`src/rtl/vp_pkg.sv`:
```
// Shared constants, types and helpers for the synthetic video pattern source.
// Defaults describe 1280x720 raster timing; the top level can override them.
package vp_pkg;

    localparam int PIX_W = 24;
    localparam int CNT_W = 12;

    localparam int H_ACT_720  = 1280;
    localparam int H_FP_720   = 110;
    localparam int H_SYNC_720 = 40;
    localparam int H_BP_720   = 220;
    localparam int V_ACT_720  = 720;
    localparam int V_FP_720   = 5;
    localparam int V_SYNC_720 = 5;
    localparam int V_BP_720   = 20;

    typedef enum logic [1:0] {
        PAT_BARS  = 2'd0,
        PAT_CHECK = 2'd1,
        PAT_BOX   = 2'd2,
        PAT_GRAD  = 2'd3
    } pat_t;

    typedef enum logic {
        DIR_FWD = 1'b0,
        DIR_REV = 1'b1
    } dir_t;

    typedef struct packed {
        logic [CNT_W-1:0] pos;
        dir_t             dir;
    } box_axis_t;

    localparam logic [PIX_W-1:0] COL_WHITE   = 24'hFFFFFF;
    localparam logic [PIX_W-1:0] COL_YELLOW  = 24'hFFFF00;
    localparam logic [PIX_W-1:0] COL_CYAN    = 24'h00FFFF;
    localparam logic [PIX_W-1:0] COL_GREEN   = 24'h00FF00;
    localparam logic [PIX_W-1:0] COL_MAGENTA = 24'hFF00FF;
    localparam logic [PIX_W-1:0] COL_RED     = 24'hFF0000;
    localparam logic [PIX_W-1:0] COL_BLUE    = 24'h0000FF;
    localparam logic [PIX_W-1:0] COL_BLACK   = 24'h000000;
    localparam logic [PIX_W-1:0] COL_BOX_BG  = 24'h000040;

    function automatic logic [PIX_W-1:0] bar_colour(input logic [2:0] idx);
        logic [PIX_W-1:0] col;
        case (idx)
            3'd0:    col = COL_WHITE;
            3'd1:    col = COL_YELLOW;
            3'd2:    col = COL_CYAN;
            3'd3:    col = COL_GREEN;
            3'd4:    col = COL_MAGENTA;
            3'd5:    col = COL_RED;
            3'd6:    col = COL_BLUE;
            default: col = COL_BLACK;
        endcase
        return col;
    endfunction

    // Smallest x whose bar index x*8/act reaches k; constant-folds to a compare threshold.
    function automatic logic [CNT_W-1:0] bar_bound(input int k, input int act);
        return CNT_W'((k * act + 7) / 8);
    endfunction

    function automatic box_axis_t box_step(input box_axis_t    cur,
                                           input logic [CNT_W-1:0] lim,
                                           input logic [CNT_W-1:0] step);
        box_axis_t  nxt;
        logic [CNT_W:0] fwd;
        nxt = cur;
        fwd = {1'b0, cur.pos} + {1'b0, step};
        if (cur.dir == DIR_FWD) begin
            if (fwd > {1'b0, lim}) begin
                nxt.pos = lim;
                nxt.dir = DIR_REV;
            end else begin
                nxt.pos = fwd[CNT_W-1:0];
            end
        end else begin
            if (cur.pos < step) begin
                nxt.pos = '0;
                nxt.dir = DIR_FWD;
            end else begin
                nxt.pos = cur.pos - step;
            end
        end
        return nxt;
    endfunction

endpackage

```
`src/rtl/vp_timing_gen.sv`:
```
// Raster counters with combinational de/sync/frame-start decode of the current position.
// Line and frame order: active, front porch, sync, back porch.
module vp_timing_gen
    import vp_pkg::*;
#(
    parameter int H_ACT  = H_ACT_720,
    parameter int H_FP   = H_FP_720,
    parameter int H_SYNC = H_SYNC_720,
    parameter int H_BP   = H_BP_720,
    parameter int V_ACT  = V_ACT_720,
    parameter int V_FP   = V_FP_720,
    parameter int V_SYNC = V_SYNC_720,
    parameter int V_BP   = V_BP_720
) (
    input  logic             clk,
    input  logic             rst_n,
    input  logic             en,
    output logic [CNT_W-1:0] h_cnt,
    output logic [CNT_W-1:0] v_cnt,
    output logic             de,
    output logic             h_sync,
    output logic             v_sync,
    output logic             first_pix,
    output logic             blank_start
);

    localparam int H_TOT = H_ACT + H_FP + H_SYNC + H_BP;
    localparam int V_TOT = V_ACT + V_FP + V_SYNC + V_BP;

    localparam logic [CNT_W-1:0] H_LAST   = CNT_W'(H_TOT - 1);
    localparam logic [CNT_W-1:0] V_LAST   = CNT_W'(V_TOT - 1);
    localparam logic [CNT_W-1:0] H_ACT_C  = CNT_W'(H_ACT);
    localparam logic [CNT_W-1:0] V_ACT_C  = CNT_W'(V_ACT);
    localparam logic [CNT_W-1:0] HS_BEGIN = CNT_W'(H_ACT + H_FP);
    localparam logic [CNT_W-1:0] HS_END   = CNT_W'(H_ACT + H_FP + H_SYNC);
    localparam logic [CNT_W-1:0] VS_BEGIN = CNT_W'(V_ACT + V_FP);
    localparam logic [CNT_W-1:0] VS_END   = CNT_W'(V_ACT + V_FP + V_SYNC);

    // Disabling parks the raster at the origin so re-enable always starts a fresh frame.
    always_ff @(posedge clk or negedge rst_n) begin
        if (!rst_n) begin
            h_cnt <= '0;
            v_cnt <= '0;
        end else if (!en) begin
            h_cnt <= '0;
            v_cnt <= '0;
        end else if (h_cnt == H_LAST) begin
            h_cnt <= '0;
            v_cnt <= (v_cnt == V_LAST) ? '0 : v_cnt + 1'b1;
        end else begin
            h_cnt <= h_cnt + 1'b1;
        end
    end

    always_comb begin
        de          = (h_cnt < H_ACT_C) && (v_cnt < V_ACT_C);
        h_sync      = (h_cnt >= HS_BEGIN) && (h_cnt < HS_END);
        v_sync      = (v_cnt >= VS_BEGIN) && (v_cnt < VS_END);
        first_pix   = (h_cnt == '0) && (v_cnt == '0);
        blank_start = (h_cnt == '0) && (v_cnt == V_ACT_C);
    end

endmodule

```
`src/rtl/vp_pattern_gen.sv`:
```
// Synthetic video source: raster timing plus one of four test patterns, all outputs
// registered one clock after the counters they describe.
module vp_pattern_gen
    import vp_pkg::*;
#(
    parameter int   H_ACT    = H_ACT_720,
    parameter int   H_FP     = H_FP_720,
    parameter int   H_SYNC   = H_SYNC_720,
    parameter int   H_BP     = H_BP_720,
    parameter int   V_ACT    = V_ACT_720,
    parameter int   V_FP     = V_FP_720,
    parameter int   V_SYNC   = V_SYNC_720,
    parameter int   V_BP     = V_BP_720,
    parameter logic SYNC_POL = 1'b1,
    parameter int   BOX_SIZE = 64,
    parameter int   BOX_STEP = 4
) (
    input  logic             clk,
    input  logic             rst_n,
    input  logic             en,
    input  logic [1:0]       pat_sel,
    output logic [PIX_W-1:0] pixel_out,
    output logic             v_sync_out,
    output logic             h_sync_out,
    output logic             de_out,
    output logic             frame_start
);

    localparam logic [CNT_W-1:0] BX_MAX   = CNT_W'(H_ACT - BOX_SIZE);
    localparam logic [CNT_W-1:0] BY_MAX   = CNT_W'(V_ACT - BOX_SIZE);
    localparam logic [CNT_W-1:0] BOX_SZ   = CNT_W'(BOX_SIZE);
    localparam logic [CNT_W-1:0] BOX_STP  = CNT_W'(BOX_STEP);

    logic [CNT_W-1:0] h_cnt;
    logic [CNT_W-1:0] v_cnt;
    logic             tg_de;
    logic             tg_h_sync;
    logic             tg_v_sync;
    logic             tg_first;
    logic             tg_blank_start;

    pat_t             pat_q;
    pat_t             pat_now;
    logic [7:0]       frame_cnt;
    box_axis_t        box_x;
    box_axis_t        box_y;
    box_axis_t        box_x_nxt;
    box_axis_t        box_y_nxt;
    logic [2:0]       bar_idx;
    logic             in_box;
    logic [PIX_W-1:0] pat_pix;

    vp_timing_gen #(
        .H_ACT  (H_ACT),
        .H_FP   (H_FP),
        .H_SYNC (H_SYNC),
        .H_BP   (H_BP),
        .V_ACT  (V_ACT),
        .V_FP   (V_FP),
        .V_SYNC (V_SYNC),
        .V_BP   (V_BP)
    ) u_timing (
        .clk         (clk),
        .rst_n       (rst_n),
        .en          (en),
        .h_cnt       (h_cnt),
        .v_cnt       (v_cnt),
        .de          (tg_de),
        .h_sync      (tg_h_sync),
        .v_sync      (tg_v_sync),
        .first_pix   (tg_first),
        .blank_start (tg_blank_start)
    );

    // The origin pixel already uses the newly sampled pattern, so every frame is uniform.
    assign pat_now = tg_first ? pat_t'(pat_sel) : pat_q;

    always_comb begin
        bar_idx = '0;
        for (int k = 1; k < 8; k++) begin
            if (h_cnt >= bar_bound(k, H_ACT)) begin
                bar_idx = bar_idx + 3'd1;
            end
        end
    end

    assign in_box = (h_cnt >= box_x.pos) && (h_cnt < box_x.pos + BOX_SZ) &&
                    (v_cnt >= box_y.pos) && (v_cnt < box_y.pos + BOX_SZ);

    always_comb begin
        pat_pix = COL_BLACK;
        case (pat_now)
            PAT_BARS:  pat_pix = bar_colour(bar_idx);
            PAT_CHECK: pat_pix = (h_cnt[5] ^ v_cnt[5]) ? COL_WHITE : COL_BLACK;
            PAT_BOX:   pat_pix = in_box ? COL_WHITE : COL_BOX_BG;
            PAT_GRAD:  pat_pix = {h_cnt[7:0], v_cnt[7:0], frame_cnt};
            default:   pat_pix = COL_BLACK;
        endcase
    end

    always_ff @(posedge clk or negedge rst_n) begin
        if (!rst_n) begin
            pat_q     <= PAT_BARS;
            frame_cnt <= '0;
        end else if (en && tg_first) begin
            pat_q     <= pat_t'(pat_sel);
            frame_cnt <= frame_cnt + 8'd1;
        end
    end

    assign box_x_nxt = box_step(box_x, BX_MAX, BOX_STP);
    assign box_y_nxt = box_step(box_y, BY_MAX, BOX_STP);

    // Box bounces once per frame on the first blanking line, never while visible.
    always_ff @(posedge clk or negedge rst_n) begin
        if (!rst_n) begin
            box_x <= '{pos: '0, dir: DIR_FWD};
            box_y <= '{pos: '0, dir: DIR_FWD};
        end else if (en && tg_blank_start) begin
            box_x <= box_x_nxt;
            box_y <= box_y_nxt;
        end
    end

    always_ff @(posedge clk or negedge rst_n) begin
        if (!rst_n) begin
            pixel_out   <= '0;
            de_out      <= 1'b0;
            h_sync_out  <= ~SYNC_POL;
            v_sync_out  <= ~SYNC_POL;
            frame_start <= 1'b0;
        end else if (!en) begin
            pixel_out   <= '0;
            de_out      <= 1'b0;
            h_sync_out  <= ~SYNC_POL;
            v_sync_out  <= ~SYNC_POL;
            frame_start <= 1'b0;
        end else begin
            pixel_out   <= tg_de ? pat_pix : '0;
            de_out      <= tg_de;
            h_sync_out  <= tg_h_sync ? SYNC_POL : ~SYNC_POL;
            v_sync_out  <= tg_v_sync ? SYNC_POL : ~SYNC_POL;
            frame_start <= tg_first;
        end
    end

endmodule

```
`config.mk`:
```
export PLATFORM = sky130hd
export DESIGN_NAME = vp_pattern_gen
export DESIGN_NICKNAME = d
export VERILOG_FILES = /design/src/rtl/vp_pkg.sv /design/src/rtl/vp_timing_gen.sv /design/src/rtl/vp_pattern_gen.sv
export SDC_FILE = /design/constraint.sdc
export NUM_CORES = 1
export LEC_CHECK = 0
export ABC_AREA = 1
export ABC_CLOCK_PERIOD_IN_PS = 5800
export CAP_MARGIN = 15
export CORE_MARGIN = 2
export CORE_UTILIZATION = 60
export DETAILED_ROUTE_END_ITERATION = 16
export PLACE_DENSITY = 0.8
export SYNTH_ARGS = -nofsm -noshare
export SYNTH_HDL_FRONTEND = slang
export SYNTH_SLANG_ARGS = --single-unit
```
`constraint.sdc`:
```
create_clock -name clk -period 5.8 [get_ports clk]
set_input_delay 1.16 -clock clk [delete_from_list [all_inputs] [get_ports clk]]
set_output_delay 1.16 -clock clk [all_outputs]
set_load 0.005 [all_outputs]
```
# Word level (Yosys, flattened, before mapping)
# Cells that the tools add are included.
# W data, S select, Z words.
# totals
wordCells,112
out_inout_bits,28
mem_bits_ro,0
mem_bits_rw,0
latch_bits,0
n_memories,0
register_bits,88
in_bits,5
# classes
magnitude_cmp,21
n_mux,35
addsub,15
bitwise_logic,1
multipliers,0
n_reduce_logical,14
shifts,0
eq_ne,13
div_mod_pow,0
# ops
op,count
$pmux W24 S7,1
$mux W12,9
$mux W24,4
$pmux W24 S4,1
$ge A12 B10 Y1 const B,4
$add A12 B3 Y13 const B,2
$mux W13,2
$add A12 B1 Y12 const B,2
$add A12 B7 Y12 const B,2
$eq A12 B10 Y1 const B,2
$ge A12 B11 Y1 const B,2
$ge A12 B12 Y1,2
$ge A12 B9 Y1 const B,2
$logic_not A12 Y1,2
$lt A12 B10 Y1 const B,2
$lt A12 B11 Y1 const B,2
$lt A12 B12 Y1,2
$lt A12 B3 Y1 const B,2
$sub A12 B3 Y12 const B,2
$add A3 B1 Y3 const B,6
$mux W3,6
$gt A13 B10 Y1 const B,1
$gt A13 B11 Y1 const B,1
$eq A12 B11 Y1 const B,1
14 further kinds,37

# Longest topological paths before layout
# depth
depth_word,19
ltp_mapped,28
depth_no_buf,27

# By module
# A second synthesis with hierarchy kept.
# hier_totals
cells_unflattened,929
area_unflattened_um2,6541.3
# modules_own_cells
module,instances,area_per_inst_um2,cells_per_inst
vp_pattern_gen,1,4800.9,668
vp_timing_gen,1,1740.4,261

# Least setup slack after synthesis
# No wires, ideal clock.
# synth_timing
path_kind,reg2reg
startpoint,reg u_timing.h_cnt[7]
endpoint,reg pixel_out[16]
path_stages_with_launch,24
path_buffers,1
synth_period_minus_slack_ps,3633
arrival_ps,3509
setup_ps,124
required_ps,5676
path_slack_ps,2167
cell_sequence,dfrtp_1 buf_4 inv_1 nand2_1 a21oi_1 ha_1 nand2_1 nand2_1 ha_1 nand2_1 nand2_1 ha_1 or2_2 nand2_1 inv_1 ha_1 nand2_1 nand2_1 ha_1 nor2_1 nor3_1 nand2_1 nand2_1 nor2_1
# synth_via
elab_chain_cells,19
elab_cells_between_ends,46
classes_between,add/sub (6); order compare (10); eq/ne (9); mux (13); reduce/logical (8)
# synth_rtl
element,line_no,text
from (decl),vp_timing_gen.sv:18,"output logic [CNT_W-1:0] h_cnt,"
from (signal assigned),vp_timing_gen.sv:51,h_cnt <= h_cnt + 1'b1;
$ge A12 B8 Y1,vp_pattern_gen.sv:81,"if (h_cnt >= bar_bound(k, H_ACT)) begin"
$mux W1,vp_pattern_gen.sv:81,
$add A3 B1 Y3,vp_pattern_gen.sv:82,bar_idx = bar_idx + 3'd1;
$mux W3,vp_pattern_gen.sv:81,
$add A3 B1 Y3,vp_pattern_gen.sv:82,
$mux W3,vp_pattern_gen.sv:81,
$add A3 B1 Y3,vp_pattern_gen.sv:82,
$mux W3,vp_pattern_gen.sv:81,
[3 not listed],--,
$mux W3,vp_pattern_gen.sv:81,
$add A3 B1 Y3,vp_pattern_gen.sv:82,
$mux W3,vp_pattern_gen.sv:81,
"$eq A3 B3 Y1, or another cell as far along",vp_pkg.sv:46,case (idx)
$pmux W24 S7,vp_pkg.sv:46,
$pmux W24 S4,vp_pattern_gen.sv:92,case (pat_now)
$mux W24 *,vp_pattern_gen.sv:139,pixel_out <= tg_de ? pat_pix : '0;
$mux W24 *,vp_pattern_gen.sv:132,end else if (!en) begin
to (signal assigned),vp_pattern_gen.sv:139,
to (decl),vp_pattern_gen.sv:22,"output logic [PIX_W-1:0] pixel_out,"
# Every way passes the cells marked *; elsewhere a longest branch is shown, timed or not.
# A chain may end at the register's enable or synchronous reset.

# Worst setup path in the final report
# layout_timing
startpoint,reg u_timing.h_cnt[7]
endpoint,reg pixel_out[12]
# The elaborated chain is that of the path after synthesis.

==> reports/results.ini <==
[power]
intPower_mw=0.945
powerDensity_nw_per_um2=193
leakagePower_nw=3.73
p_clk_share_pct=32.7
power_frac_seq_pct=49.1
p_comb_share_pct=18.2
p_switching_mw=0.418
swShare_pct=30.7
peakVddDrop_v=0.000244

[cells_and_area]
multi_input_area_um2=3810
fillers=934
post-route-util_pct=67.8
final_cells=1084
nets=1002
syn2layout_area_growth_pct=8.88
n_antenna_cell=0
drive_gt1_share_pct=4.43
seq_area_um2=2100

[yosys]
yosys_most_used_dff=dfrtp_1
syn-cell-area_um2=6480
ys_warn_count=0
synthesis.nets=983
synth_edf_count=0
synth_cells=924
synth-seq-area-share_pct=32.4
syn_avg_cell_area_um2=7.02
synth_async_sr_flop_share_pct=100
synth_cell_types=42
ys_ff_latch=84

[setup_path]
crit_chain=inv_1 > a21oi_1 > nor2_1 > ha_1 > inv_1 > nand2_1 > nand2_1 > ha_1 > nand2_1 > nand2_1 > ha_1 > or2_2 > nand2_1 > inv_1 > ha_1 > nand2_1 > nand2_1 > ha_1 > nand2_1 > nand3b_1 > nand3_1 > nand3_1 > nand2_1 > nor2_1
slowest_delay_ns=0.56
cp-end-kind=register
cpMostUsedCell=nand2_1
worst-path-buf-inv=3
criticalPathCategory=register to register
critPathLaunchType=register
slowest_stage=dfrtp_1
crit_required_ns=6.05
crit_fanout=11
arrival_ns=4.34
cp_top_family=simple AND/OR/NAND/NOR gates

[drt]
firstDrtPassIters=7
drtIter0Drc=448
via_per_inst=5.44
route.vias.total=5894
drt_drc_violations_left=0
drtAntennaViolNets=0
wirelength_um=14500
avgRoutedWirePerCell_um=13.4

[place]
place_inst=1067
io_buffer_count=32
gp_congestion=0.937
hpwl_um=11000

[global_route]
track_usage_pct=26.7
grt_pass1_wl_um=24900
grt_overflow_total=0
grt_pass1_vias=5362
grt_max_degree=85
antenna_found_initial=0

[timing]
rsz0062_at_grt=false
fin_setup_tns_ns=0
final_max_slew_viol_count=0
setup_viol=0
slew_headroom_pct=58.3
fmax_mhz=245
worstMarginPinSlew_ns=0.625
hold_slack_ns=0.485
period_share_pct=70.4
skew_ns=0.0128
fin_crit_ns=4.09
hold_viol=0

[clock_tree]
clock_latency_ns=0.37
cts_buffers=9
path_clk_slew_ns=0.10
cts_resized=0
clockBufferDepth=2
cts-root-buf=clkbuf_8
ctsHtreeMaxLevel=3
cts_tree=built
cts_setup_buffers=0
hold_buffers=0
clock-sinks=84

[die]
coreArea_um2=10400
dieArea_um2=11700
ioPinCount=33
rows=37
initial_utilization_pct=62.2
fp.dieW_um=108
dieHeight_um=108

[worst_hold_path]
worstHoldPathType=register to register

[outcome]
status=complete, no violations

[job]
cap_violations=0

[logic make-up after synthesis]
logic type / Yosys count / share of synthesized area [%]
simple gates: 520 / 34.9
fa+ha+maj: 54 / 10.4
flops: 84 / 32.4
xor+xnor: 42 / 5.67
compound gates: 87 / 7.74
buf+inv: 137 / 8.84
[Yosys cell counts, types with 8 or more instances]
cell      instances  area share, %
nand4_1          19            1.8
xnor2_1           9            1.2
buf_2            12           0.93
a21oi_1          35            2.7
xor2_1           33            4.5
nand3_1         101            7.8
inv_1           104            6.0
nor3_1           18            1.4
ha_1             54             10
clkbuf_1          8           0.46
dfrtp_1          84             32
nor2_1          156            9.0
nand2_1         201             12
o21ai_0          25            1.9
[per-stage QoR]
step	power (mW)	instance area [µm²]	worst slack, ns
detailed placement	0.927	6830	1.76
finish	1.36	7060	1.71
floorplan	0.834	6480	2.17
CTS	1.38	7030	1.74
global placement	0.923	6830	1.81
global route	1.44	7060	1.36
[cell type report]
type,instances,area share (%)
Multi-Input combinational cell,703,53.9
Sequential cell,84,29.8
Inverter,110,5.89
Timing Repair Buffer,35,5.11
Tap cell,136,2.41
Clock buffer,9,1.76
Clock inverter,7,1.12
[worst reg2reg max path, cell delays in order (launching register included)]
cell,delay (ns)
dfrtp_1,0.56
inv_1,0.17
a21oi_1,0.20
nor2_1,0.09
ha_1,0.34
inv_1,0.06
nand2_1,0.11
nand2_1,0.07
ha_1,0.28
nand2_1,0.08
nand2_1,0.06
ha_1,0.25
or2_2,0.30
nand2_1,0.07
inv_1,0.04
ha_1,0.26
nand2_1,0.06
nand2_1,0.10
ha_1,0.13
nand2_1,0.06
nand3b_1,0.17
nand3_1,0.09
nand3_1,0.11
nand2_1,0.22
nor2_1,0.07
[cell usage in the layout, fill, tap and decap left out, types with 3 or more instances in the layout]
master           count
xor2_1              33
a31oi_1              3
nor2_2               3
buf_4                3
inv_6                4
o22ai_1              4
nand3b_1             3
a22oi_1              4
xnor2_1              9
o21ai_0             25
o21a_1               3
inv_1              104
inv_2                4
clkbuf_8             9
nor3_1              18
nor3b_1              3
clkdlybuf4s50_1     31
o211ai_1             3
a21oi_1             35
a21o_1               3
nor4_1               4
nand4_1             19
nand2_1            201
nor2_1             156
dfrtp_1             84
ha_1                54
nand3_1            101
[flip-flops by register name, summed over array words and instances, names as in the netlist]
signal / flops
de_out: 1
u_timing.v_cnt: 12
v_sync_out: 1
frame_start: 1
u_timing.h_cnt: 12
box_x: 11
h_sync_out: 1
frame_cnt: 8
pat_q: 2
pixel_out: 24
box_y: 11
[final timing paths]
kind / start / end / slack [ns] / depth (start not counted)
max in group asynchronous: rst_n / pixel_out[20] / 4.49 / 2
min reg2reg: frame_cnt[7] / frame_cnt[7] / 0.48 / 1
min: frame_cnt[7] / frame_cnt[7] / 0.48 / 1
max: u_timing.h_cnt[7] / pixel_out[12] / 1.71 / 24
max reg2reg: u_timing.h_cnt[7] / pixel_out[12] / 1.71 / 24
min in group asynchronous: rst_n / box_y[4] / 0.72 / 1
[power by group through the flow]
stage          registers (mW)  clock network (mW)  logic, mW
2_1_floorplan           0.676                   0      0.158
3_3_place_gp            0.680                   0      0.243
3_5_place_dp            0.680                   0      0.247
4_1_cts                 0.669               0.459      0.249
5_1_grt                 0.675               0.476      0.284
6_report                0.669               0.446      0.249
[routing by layer]
layer / vias up / GRT usage, % / routed length (µm)
li1: 3032 / - / -
met4: 0 / 8.24 / 237
met2: 131 / 41.7 / 6590
met1: 2714 / 38.6 / 7080
met5: - / 0 / 0
met3: 17 / 3.56 / 643
Power figures use the tool's default switching activity.
